### src/rtl/riscv_prefetch_queue.sv
// riscv_prefetch_queue: runs the fetch PC ahead of execution and buffers DEPTH fetched words.
// Build option PREFETCH_BYPASS_EN forwards a kept response straight to the head when the FIFO is empty.
module riscv_prefetch_queue #(
    parameter int                    DEPTH      = 4,
    parameter int                    ADDR_WIDTH = 32,
    parameter int                    DATA_WIDTH = 32,
    parameter logic [ADDR_WIDTH-1:0] BOOT_ADDR  = '0
) (
    input  logic                  clk,
    input  logic                  rst,
    input  logic                  req_i,
    input  logic [ADDR_WIDTH-1:0] target_addr_i,
    input  logic                  target_valid_i,
    input  logic                  retire_inst_i,
    output logic [DATA_WIDTH-1:0] instr_o,
    output logic [ADDR_WIDTH-1:0] instr_addr_o,
    output logic                  instr_valid_o,
    output logic                  imem_valid_o,
    input  logic                  imem_ready_i,
    output logic [ADDR_WIDTH-1:0] imem_addr_o,
    output logic [DATA_WIDTH-1:0] imem_wdata_o,
    output logic [3:0]            imem_we_o,
    input  logic [DATA_WIDTH-1:0] imem_rdata_i
);

    localparam int PW = $clog2(DEPTH);
    localparam int CW = $clog2(DEPTH + 1);
    localparam logic [CW-1:0] FULL = CW'(DEPTH);

    typedef enum logic [1:0] {
        IDLE,
        REQ,
        REQ_DISCARD
    } state_t;

    state_t                           state;
    logic [ADDR_WIDTH-1:0]            fetch_pc;
    logic [ADDR_WIDTH-1:0]            pc_next;
    logic [ADDR_WIDTH-1:0]            target_pc;
    logic [ADDR_WIDTH+DATA_WIDTH-1:0] fifo_mem [DEPTH];
    logic [ADDR_WIDTH+DATA_WIDTH-1:0] head;
    logic [PW-1:0]                    rd_ptr;
    logic [PW-1:0]                    wr_ptr;
    logic [CW-1:0]                    count;
    logic [CW-1:0]                    count_next;
    logic                             fifo_empty;
    logic                             resp_kept;
    logic                             bypass_take;
    logic                             fifo_wr;
    logic                             fifo_rd;
    logic                             unused_target_lsbs;

    assign imem_wdata_o       = '0;
    assign imem_we_o          = '0;
    assign unused_target_lsbs = ^target_addr_i[1:0];

    assign target_pc  = {target_addr_i[ADDR_WIDTH-1:2], 2'b00};
    assign fifo_empty = (count == '0);
    assign head       = fifo_mem[rd_ptr];
    assign resp_kept  = (state == REQ) && imem_ready_i && !target_valid_i;

`ifdef PREFETCH_BYPASS_EN
    assign bypass_take = resp_kept && fifo_empty && retire_inst_i;
`else
    assign bypass_take = 1'b0;
`endif

    assign fifo_wr = resp_kept && !bypass_take;
    assign fifo_rd = retire_inst_i && !fifo_empty && !target_valid_i;

    always_comb begin
        instr_valid_o = 1'b0;
        instr_o       = '0;
        instr_addr_o  = '0;
        if (!fifo_empty) begin
            instr_valid_o = 1'b1;
            instr_addr_o  = head[ADDR_WIDTH+DATA_WIDTH-1:DATA_WIDTH];
            instr_o       = head[DATA_WIDTH-1:0];
        end
`ifdef PREFETCH_BYPASS_EN
        else if (resp_kept) begin
            instr_valid_o = 1'b1;
            instr_addr_o  = imem_addr_o;
            instr_o       = imem_rdata_i;
        end
`endif
    end

    // Occupancy after this cycle; a response may only reissue into a slot that is free by then.
    always_comb begin
        count_next = count;
        if (target_valid_i) begin
            count_next = '0;
        end else if (fifo_wr && !fifo_rd) begin
            count_next = count + CW'(1);
        end else if (!fifo_wr && fifo_rd) begin
            count_next = count - CW'(1);
        end
    end

    always_comb begin
        pc_next = fetch_pc;
        if (target_valid_i) begin
            pc_next = target_pc;
        end else if (resp_kept) begin
            pc_next = fetch_pc + ADDR_WIDTH'(4);
        end
    end

    // Bus request address is held until ready even across a redirect, so the
    // fetch PC is kept separately and only copied onto the bus at issue time.
    always_ff @(posedge clk) begin
        if (rst) begin
            state        <= IDLE;
            imem_valid_o <= 1'b0;
            imem_addr_o  <= BOOT_ADDR;
            fetch_pc     <= BOOT_ADDR;
        end else begin
            fetch_pc <= pc_next;
            case (state)
                IDLE: begin
                    if (!target_valid_i && req_i && (count < FULL)) begin
                        state        <= REQ;
                        imem_valid_o <= 1'b1;
                        imem_addr_o  <= fetch_pc;
                    end
                end
                REQ, REQ_DISCARD: begin
                    if (imem_ready_i) begin
                        if (req_i && (count_next < FULL)) begin
                            state        <= REQ;
                            imem_valid_o <= 1'b1;
                            imem_addr_o  <= pc_next;
                        end else begin
                            state        <= IDLE;
                            imem_valid_o <= 1'b0;
                        end
                    end else if (target_valid_i) begin
                        state <= REQ_DISCARD;
                    end
                end
                default: begin
                    state        <= IDLE;
                    imem_valid_o <= 1'b0;
                end
            endcase
        end
    end

    always_ff @(posedge clk) begin
        if (rst) begin
            rd_ptr <= '0;
            wr_ptr <= '0;
            count  <= '0;
        end else begin
            if (target_valid_i) begin
                rd_ptr <= '0;
                wr_ptr <= '0;
            end else begin
                if (fifo_wr) begin
                    wr_ptr <= wr_ptr + PW'(1);
                end
                if (fifo_rd) begin
                    rd_ptr <= rd_ptr + PW'(1);
                end
            end
            count <= count_next;
        end
    end

    always_ff @(posedge clk) begin
        if (fifo_wr) begin
            fifo_mem[wr_ptr] <= {imem_addr_o, imem_rdata_i};
        end
    end

endmodule

### config.mk
export PLATFORM = sky130hd
export DESIGN_NAME = riscv_prefetch_queue
export DESIGN_NICKNAME = d
export VERILOG_FILES = /design/src/rtl/riscv_prefetch_queue.sv
export SDC_FILE = /design/constraint.sdc
export NUM_CORES = 1
export LEC_CHECK = 0
export ABC_AREA = 1
export CAP_MARGIN = 20
export CORE_MARGIN = 5
export CORE_UTILIZATION = 30
export CTS_CLUSTER_SIZE = 12
export DETAILED_ROUTE_END_ITERATION = 16
export HOLD_SLACK_MARGIN = 0.12
export PLACE_DENSITY = 0.49
export RECOVER_POWER = 50
export SLEW_MARGIN = 20
export SYNTH_ARGS = -nofsm -noshare
export SYNTH_HDL_FRONTEND = slang
export SYNTH_SLANG_ARGS = --single-unit
### constraint.sdc
create_clock -name clk -period 4.4 [get_ports clk]
set_input_delay 1.1 -clock clk [delete_from_list [all_inputs] [get_ports clk]]
set_output_delay 1.1 -clock clk [all_outputs]
set_load 0.05 [all_outputs]
After elaboration in Yosys (flattened, before gate mapping)

Memory sizes are Yosys's and may differ from the RTL's. A register that Yosys moved wholly into a read port is not among the register bits.
Index checks and enable logic that the tools add are counted.

Equality and inequality tests: 6
Magnitude comparators: 2
Add/subtract/negate cells: 5
Reductions and logical operators: 21
Mux-type cells: 25

Operator list:

| cell                                                 | number |
|---|---|
| 2-to-1 mux 32 bit                                    | 7 |
| case mux 32 bit (2 select lines)                     | 1 |
| adder 32 x 3 -> 32 bit (second input constant)       | 1 |
| 2-to-1 mux 2 bit                                     | 5 |
| logical AND 1 bit                                    | 9 |
| 2-to-1 mux 3 bit                                     | 3 |
| 2-to-1 mux 1 bit                                     | 7 |
| < comparator 3 bit (second input constant)           | 2 |
| inequality test 2 bit (second input constant)        | 3 |
| adder 2 x 1 -> 2 bit (second input constant)         | 2 |
| logical NOT 1 bit                                    | 4 |
| case mux 2 bit (2 select lines)                      | 1 |
| AND reduction 2 bit                                  | 2 |
| AND reduction 4 bit                                  | 1 |
| OR reduction 2 bit                                   | 2 |
| adder 3 x 1 -> 3 bit (second input constant)         | 1 |
| logical NOT 3 bit                                    | 1 |
| inequality test 3 bit (second input constant)        | 1 |
| subtractor 3 x 1 -> 3 bit (second input constant)    | 1 |
| equality test 2 x 1 -> 1 bit (second input constant) | 1 |
| equality test 2 bit (second input constant)          | 1 |
| logical NOT 2 bit                                    | 1 |
| case mux 1 bit (2 select lines)                      | 1 |
| nonzero test 2 bit                                   | 1 |

Memories: 1
Bits of input ports: 70
Bits in registers: 74
RAM bits: 256

Memory list:

| name     | depth | bits a word | read ports | clocked after Yosys merged registers in | wr ports | line | source |
|---|---|---|---|---|---|---|---|
| fifo_mem | 4     | 64          | 1          | 1                                       | 1        | 40   | `logic [ADDR_WIDTH+DATA_WIDTH-1:0] fifo_mem [DEPTH];` |

Depth between registers and ports, before layout

Gate-level depths: netlist of the first run.

Word-level depth: 13
Depth in mapped cells: 17
Depth with buffers taken out: 16

Least setup slack after synthesis of the first run

OpenSTA, ideal clock, no wires.

Path type: input port to flip-flop
Start: input target_valid_i
End: memory fifo_mem[0][0] (netlist bit), enable pin
Setup slack: -0.284 ns
Data required time: 3.914 ns
Cell stages on the path: 4
Buffers on the path: 1
Arrival time: 4.198 ns
Cell sequence: buf_4 > nor2_8 > inv_2 > nor2_1

Longest elaborated chain between the ends: 4

Ends and longest elaborated chain:

| element                                | line | source |
|---|---|---|
| from (decl)                            | 13   | `input logic target_valid_i,` |
| logical NOT 1 bit                      | 60   | `assign resp_kept = (state == REQ) && imem_ready_i && !target_valid_i;` |
| logical AND 1 bit                      | 60   |  |
| 2-to-1 mux 1 bit                       | 172  | `if (fifo_wr) begin` |
| 2-to-1 mux 1 bit (implied by the code) | 173  | `fifo_mem[wr_ptr] <= {imem_addr_o, imem_rdata_i};` |
| to (decl)                              | 40   |  |

Every way passes these cells.

==> results.py, run 1 <==
metrics = {
    "critical_path": {
        "critPathLaunchType": "flip-flop",
        "setup.worst_path.class": "reg -> out",
        "required_ns": 3.30,
        "cp.arrival_ns": 2.95,
        "r2r-start": "state[1]",
        "cp-end-kind": "primary output",
        "path_max_fanout": 68,
    },
    "synthesis": {
        "ys_types": 35,
        "yosys_warnings": 0,
        "syn_area_sq_um": 14610,
        "synthMuxAreaShare_pct": 0,
        "synthXorXnorAreaFrac_pct": 0.2997,
        "synth_compound_area_share_pct": 9.583,
        "synthAdderAreaFrac_pct": 1.113,
        "synthCells": 1516,
        "synth_top_family_by_area": "simple AND/OR/NAND/NOR gates",
        "synth.avg_cell_area_sq_um": 9.637,
        "synth_seq_area_share_pct": 63.03,
        "synth-seq-cells": 332,
        "synthSimpleGateAreaFrac_pct": 19.32,
    },
    "timing": {
        "finalCritPeriodShare_pct": 92.03,
        "hold_ws_ns": 0.4475,
        "slew_headroom_pct": -2.464,
        "setup_viol": 0,
        "layout_setup_ws_ns": 0.3507,
        "tightest_slew_ns": 1.537,
        "tns_ns": 0,
        "drv_slew": 45,
        "fin_crit_ns": 4.049,
        "fmax_mhz": 247.0,
        "rsz0062_at_grt": "no",
        "finClkSkew_ns": 0.02018,
        "final_hold_viol_count": 0,
    },
    "grt": {
        "grt_max_degree": 129,
        "grt_pass1_wl_um": 60900,
        "track_usage_pct": 14.60,
        "overflow": 0,
        "antenna_found_initial": 0,
        "first_global_vias": 10210,
    },
    "route": {
        "vias": 10500,
        "routedWlPerCell_um": 17.27,
        "drc": 0,
        "ant_nets": 0,
        "dr.pass1.iters": 5,
        "vias_per_cell": 4.533,
        "dr.first_iter.drc_count": 590,
        "wirelength_um": 39990,
    },
    "clock_tree": {
        "cts-root-buf": "clkbuf_16",
        "cts_inserted_buffers": 39,
        "cts.path.max_buffers": 3,
        "cts_hold_buffers": 0,
        "cts_htree_levels": 2,
        "clk_pin_slew_worst_paths_ns": 0.06,
        "clock-sinks": 332,
        "clk_latency_ns": 0.54,
        "cts_resized": 0,
        "cts_setup_buffers": 0,
        "cts_tree": "built",
    },
    "place": {
        "port_buffers": 165,
        "hpwl_um": 24550,
        "dp_worst_setup_slack_ns": 0.4968,
        "gp_congestion": 0.8371,
    },
    "power": {
        "power_leakage_nw": 6.616,
        "p_per_area_nw_per_um2": 513.0,
        "clockPowerShare_pct": 34.0,
        "power.internal_mw": 6.215,
        "switching_share_pct": 32.47,
        "power_switching_mw": 2.988,
        "combPwrFrac_pct": 21.6,
        "power_frac_seq_pct": 44.4,
        "ir_drop_v": 0.0003115,
    },
    "die": {
        "dieHeight_um": 230.7,
        "die-area_sq_um": 53210,
        "num_rows": 80,
        "io_pins": 204,
        "fp.coreArea_sq_um": 47950,
        "fp.dieW_um": 230.7,
        "initial_core_util_pct": 30.47,
    },
    "layout": {
        "area_growth_pct": 22.78,
        "layout-drive-gt1-share_pct": 9.294,
        "nets": 1753,
    },
    "min_path": {
        "hold_start": "fetch_pc[1]",
        "holdCritPathClass": "reg -> reg",
    },
    "outcome": {
        "status": "complete, but fails checks",
        "failed_checks": "max-capacitance violations, max-slew violations",
    },
    "run": {
        "maxCapViolations": 1,
    },
}
==> state kept, by name, summed over array words and instances, names as in the netlist, named ones only <==
name,flops
fifo_mem,256
wr_ptr,2
imem_addr_o,32
fetch_pc,32
count,3
imem_valid_o,1
rd_ptr,2
state,2
==> kinds of logic (layout without fill, tap and decap cells) <==
kind of cell,after synthesis,in the layout
AO/OA/AOI/OAI,273,273
adder cells (fa/ha/maj),13,13
buffers and inverters,207,356
flip-flops,332,332
XOR/XNOR,5,5
other,1,37
AND/OR/NAND/NOR,685,685
==> path summary, 6_finish.rpt <==
path | slack (ns) | cells after the start | end
max | 0.35 | 4 | instr_o[19]
min | 0.45 | 2 | fetch_pc[1]
max reg2reg | 1.15 | 8 | fifo_mem[0][16]
min reg2reg | 0.45 | 2 | fetch_pc[1]
==> layout make-up <==
class	count	area, sq um
Antenna cell	1	2.502
Clock buffer	52	1056
Clock inverter	19	183.9
Fill cell	4829	30010
Inverter	96	361.6
Multi-Input combinational cell	1012	4568
Sequential cell	332	9214
Tap cell	615	769.5
Timing Repair Buffer	189	1783
==> stage by stage <==
step	power (mW)	cells	area (sq um)	utilization, %
after global placement	6.168	2244	16780	34.99
final	9.203	2316	17940	37.41
after CTS	9.368	2315	18020	37.58
after floorplan	5.431	1551	14740	-
after global routing	9.668	2315	17940	37.41
after detailed placement	6.188	2244	16780	34.99
==> power groups by stage <==
stage	clock network, mW	logic [mW]	registers [mW]
global route	3.37	2.17	4.13
floorplan	0	0.949	4.48
CTS	3.24	2.04	4.09
global placement	0	2.02	4.15
finish	3.13	1.99	4.08
detailed placement	0	2.03	4.16
==> cells in the mapped netlist <==
master / n / area [sq um]
o21ai_0: 151 / 755.7
o21bai_1: 2 / 15.01
o21ai_1: 5 / 25.02
buf_6: 2 / 22.52
a21oi_1: 106 / 530.5
nand4_1: 8 / 50.05
nand2_2: 9 / 56.30
nor3_1: 1 / 5.000
nor2_8: 1 / 20.02
inv_2: 7 / 26.28
a21oi_2: 3 / 26.28
nand2_1: 204 / 765.7
nand3b_1: 1 / 7.510
clkbuf_1: 39 / 146.4
nand3_1: 58 / 290.3
buf_4: 38 / 285.3
buf_8: 1 / 15.01
buf_2: 18 / 90.09
a211oi_1: 1 / 7.510
nor2_2: 8 / 50.05
ha_1: 13 / 162.7
buf_1: 13 / 48.80
conb_1: 1 / 3.750
dfxtp_1: 76 / 1521
and2_1: 3 / 18.77
edfxtp_1: 256 / 7687
xor2_1: 5 / 43.79
o21a_2: 1 / 8.760
inv_1: 89 / 334.1
nor2_4: 6 / 67.56
nand3_2: 2 / 20.02
nor2_1: 372 / 1396
o21ai_2: 1 / 8.760
or2_2: 12 / 75.07
o211ai_1: 3 / 22.52
==> placed cells by master, fill, tap and decap left out, types with 4 or more instances in the layout <==
cell type	Yosys	routed
nor2_1	372	370
edfxtp_1	256	256
nand2_1	204	205
o21ai_0	151	152
a21oi_1	106	106
clkdlybuf4s50_1	0	99
inv_1	89	89
dfxtp_1	76	74
nand3_1	58	59
buf_4	38	46
clkbuf_16	0	40
conb_1	1	36
dlygate4sd3_1	0	34
clkbuf_1	39	14
ha_1	13	13
or2_2	12	12
nor2_4	6	10
nand2_2	9	8
nand4_1	8	8
clkinv_1	0	7
clkinv_2	0	7
nor2_2	8	7
inv_2	7	5
xor2_1	5	5
o21ai_1	5	4
buf_12	0	4
==> critical path, cell delays in order (launching register included) <==
cell and delay [ns]:
dfxtp_4 0.37, clkinv_2 0.67, o21ai_0 0.47, a21oi_1 0.12
clkdlybuf4s50_1 0.72
==> metal layers <==
layer / wire [um] / global-route usage (%)
met5: 0 / 0
met3: 1682 / 3.244
met2: 18910 / 24.36
met1: 18650 / 19.57
met4: 744 / 3.343
Note: power is estimated with default switching activity, not from simulation.
==> run 2: changes to the inputs <==
--- a/config.mk
+++ b/config.mk
@@ -11,8 +11,9 @@
 export CORE_UTILIZATION = 30
 export CTS_CLUSTER_SIZE = 12
 export DETAILED_ROUTE_END_ITERATION = 16
+export DONT_BUFFER_PORTS = 1
 export HOLD_SLACK_MARGIN = 0.12
-export PLACE_DENSITY = 0.49
+export PLACE_DENSITY = 0.43
 export RECOVER_POWER = 50
 export SLEW_MARGIN = 20
 export SYNTH_ARGS = -nofsm -noshare
==> run 2 against run 1 <==
Effect of this change: the flow still finishes with violations (max-capacitance violations, max-slew violations); clock power fell by 3%; sequential share of layout area rose by 3.6 points; first-iteration DRC count rose by 1.7%; global-route usage rose by 0.22 points; sequential power rose by 13%; setup slack improved by 0.19 ns; highest routed layer unchanged; fmax rose by 4.8%; die area did not move; combinational power fell by 42%; final area fell by 6.5%.
==> results.py, run 2 (synthesized netlist as in run 1, its figures left out) <==
metrics = {
    "layout": {
        "instances_no_fill": 2204,
        "regMostFlops": "fifo_mem",
        "nFillCells": 4903,
        "largest_reg_flops": 256,
        "design_area_sq_um": 16770,
        "final_common_cell": "nor2_1",
        "n_antenna_cell": 0,
        "layout_common_cells": "nor2_1, edfxtp_1, nand2_1, o21ai_0, a21oi_1",
        "layout-drive-gt1-share_pct": 10.82,
        "nets": 1644,
        "largestRegisters": "fifo_mem x256, fetch_pc x32, imem_addr_o x32",
        "area_growth_pct": 14.76,
    },
    "route": {
        "dr.pass1.iters": 4,
        "dr.first_iter.drc_count": 600,
        "vias_per_cell": 4.610,
        "routedWlPerCell_um": 18.27,
        "drc": 0,
        "vias": 10160,
        "ant_nets": 0,
        "wirelength_um": 40270,
    },
    "critical_path": {
        "rr_endpoint": "fifo_mem[3][22]",
        "r2r_slack_ns": 0.77,
        "path_max_fanout": 27,
        "setup.worst_path.class": "reg -> out",
        "cp.arrival_ns": 2.76,
        "crit_end": "instr_addr_o[19]",
        "cp-end-kind": "primary output",
        "r2r-start": "state[1]",
        "required_ns": 3.30,
        "r2r_cells": 7,
        "critPathLaunchType": "flip-flop",
    },
    "power": {
        "power.internal_mw": 5.903,
        "power_frac_seq_pct": 52.4,
        "power_switching_mw": 2.900,
        "clockPowerShare_pct": 34.6,
        "switching_share_pct": 32.94,
        "ir_drop_v": 0.0005778,
        "p_per_area_nw_per_um2": 525.0,
        "power_leakage_nw": 6.259,
        "combPwrFrac_pct": 13.1,
        "finalPower_mw": 8.803,
    },
    "grt": {
        "track_usage_pct": 14.82,
        "first_global_vias": 9946,
        "grt_pass1_wl_um": 61460,
        "overflow": 0,
        "grt_max_degree": 129,
        "antenna_found_initial": 0,
    },
    "clock_tree": {
        "clk_latency_ns": 0.53,
        "clk_pin_slew_worst_paths_ns": 0.06,
        "cts-root-buf": "clkbuf_16",
        "cts_setup_buffers": 0,
        "cts_tree": "built",
        "clock-sinks": 332,
        "cts_inserted_buffers": 39,
        "cts_resized": 0,
        "cts.path.max_buffers": 3,
        "cts_htree_levels": 2,
        "cts_hold_buffers": 0,
    },
    "die": {
        "die-area_sq_um": 53210,
        "fp.dieW_um": 230.7,
        "initial_core_util_pct": 30.47,
        "io_pins": 204,
        "num_rows": 80,
        "fp.coreArea_sq_um": 47950,
        "dieHeight_um": 230.7,
    },
    "place": {
        "gp_congestion": 0.8370,
        "dp_worst_setup_slack_ns": 0.7268,
        "hpwl_um": 24370,
        "dpl_cell_area_sq_um": 15660,
        "port_buffers": 0,
        "place_inst": 2135,
    },
    "timing": {
        "setup_viol": 0,
        "rsz0062_at_grt": "no",
        "finalCritPeriodShare_pct": 87.82,
        "drv_slew": 130,
        "layout_setup_ws_ns": 0.5361,
        "tightest_slew_ns": 2.069,
        "final_hold_viol_count": 0,
        "fin_crit_ns": 3.864,
        "slew_headroom_pct": -37.91,
        "finClkSkew_ns": 0.007477,
        "fmax_mhz": 258.8,
    },
    "min_path": {
        "holdCritPathClass": "reg -> reg",
        "hold_start": "fetch_pc[0]",
    },
    "run": {
        "maxCapViolations": 2,
    },
    "outcome": {
        "status": "complete, but fails checks",
        "failed_checks": "max-capacitance violations, max-slew violations",
    },
}
[run 2: changes by cell type in the layout (fill, tap and decap cells not counted), sizes merged]
cell	delta
bufinv	-2
clkinv	-7
dlygate4sd3	-34
buf	+28
diode	-1
clkdlybuf4s50	-99
clkbuf	+3
[run 2: critical path: stages (launching register included)]
cell and delay (ns):
dfxtp_4 0.59, inv_2 0.38, buf_4 0.38, nor2_1 0.13, o21ai_0 0.08, a21oi_1 0.37
buf_4 0.28
[run 2: power by group through the flow]
stage               combinational [mW]  clock (mW)  sequential, mW
global route                      1.30        3.28            4.66
floorplan                        0.949           0            4.48
finish                            1.15        3.04            4.61
CTS                               1.17        3.16            4.63
detailed placement                1.16           0            4.69
global placement                  1.16           0            4.68
[run 2: metrics by stage]
stage               TNS (ns)  hold slack [ns]  util, %
floorplan             -72.73           0.4165        -
global placement           0           0.4231    32.65
detailed placement         0           0.4268    32.65
CTS                        0           0.4367    35.14
global route               0           0.4625    34.97
finish                     0           0.4360    34.97
[run 2: worst min-delay path by stage]
stage               slack (ns)     endpoint  cells after the start
finish                    0.44  fetch_pc[0]                      2
global route              0.46  fetch_pc[1]                      2
CTS                       0.44  fetch_pc[0]                      2
detailed placement        0.43  fetch_pc[0]                      2
global placement          0.42  fetch_pc[1]                      2
floorplan                 0.42  fetch_pc[0]                      2
[run 2: cell type report]
class | count | area (sq um) | share of cell area, %
Sequential cell | 332 | 9216 | 54.97
Timing Repair Buffer | 80 | 683.2 | 4.075
Clock buffer | 59 | 1125 | 6.709
Inverter | 96 | 361.6 | 2.157
Multi-Input combinational cell | 1012 | 4541 | 27.08
Clock inverter | 10 | 70.07 | 0.4179
Tap cell | 615 | 769.5 | 4.590
[run 2: routing by layer]
metal	GRT usage [%]	up-vias	wire, um
met2	23.85	181	18710
met5	0	-	0
met3	3.293	63	1932
met1	20.26	4848	18720
li1	-	5068	-
met4	4.216	0	906
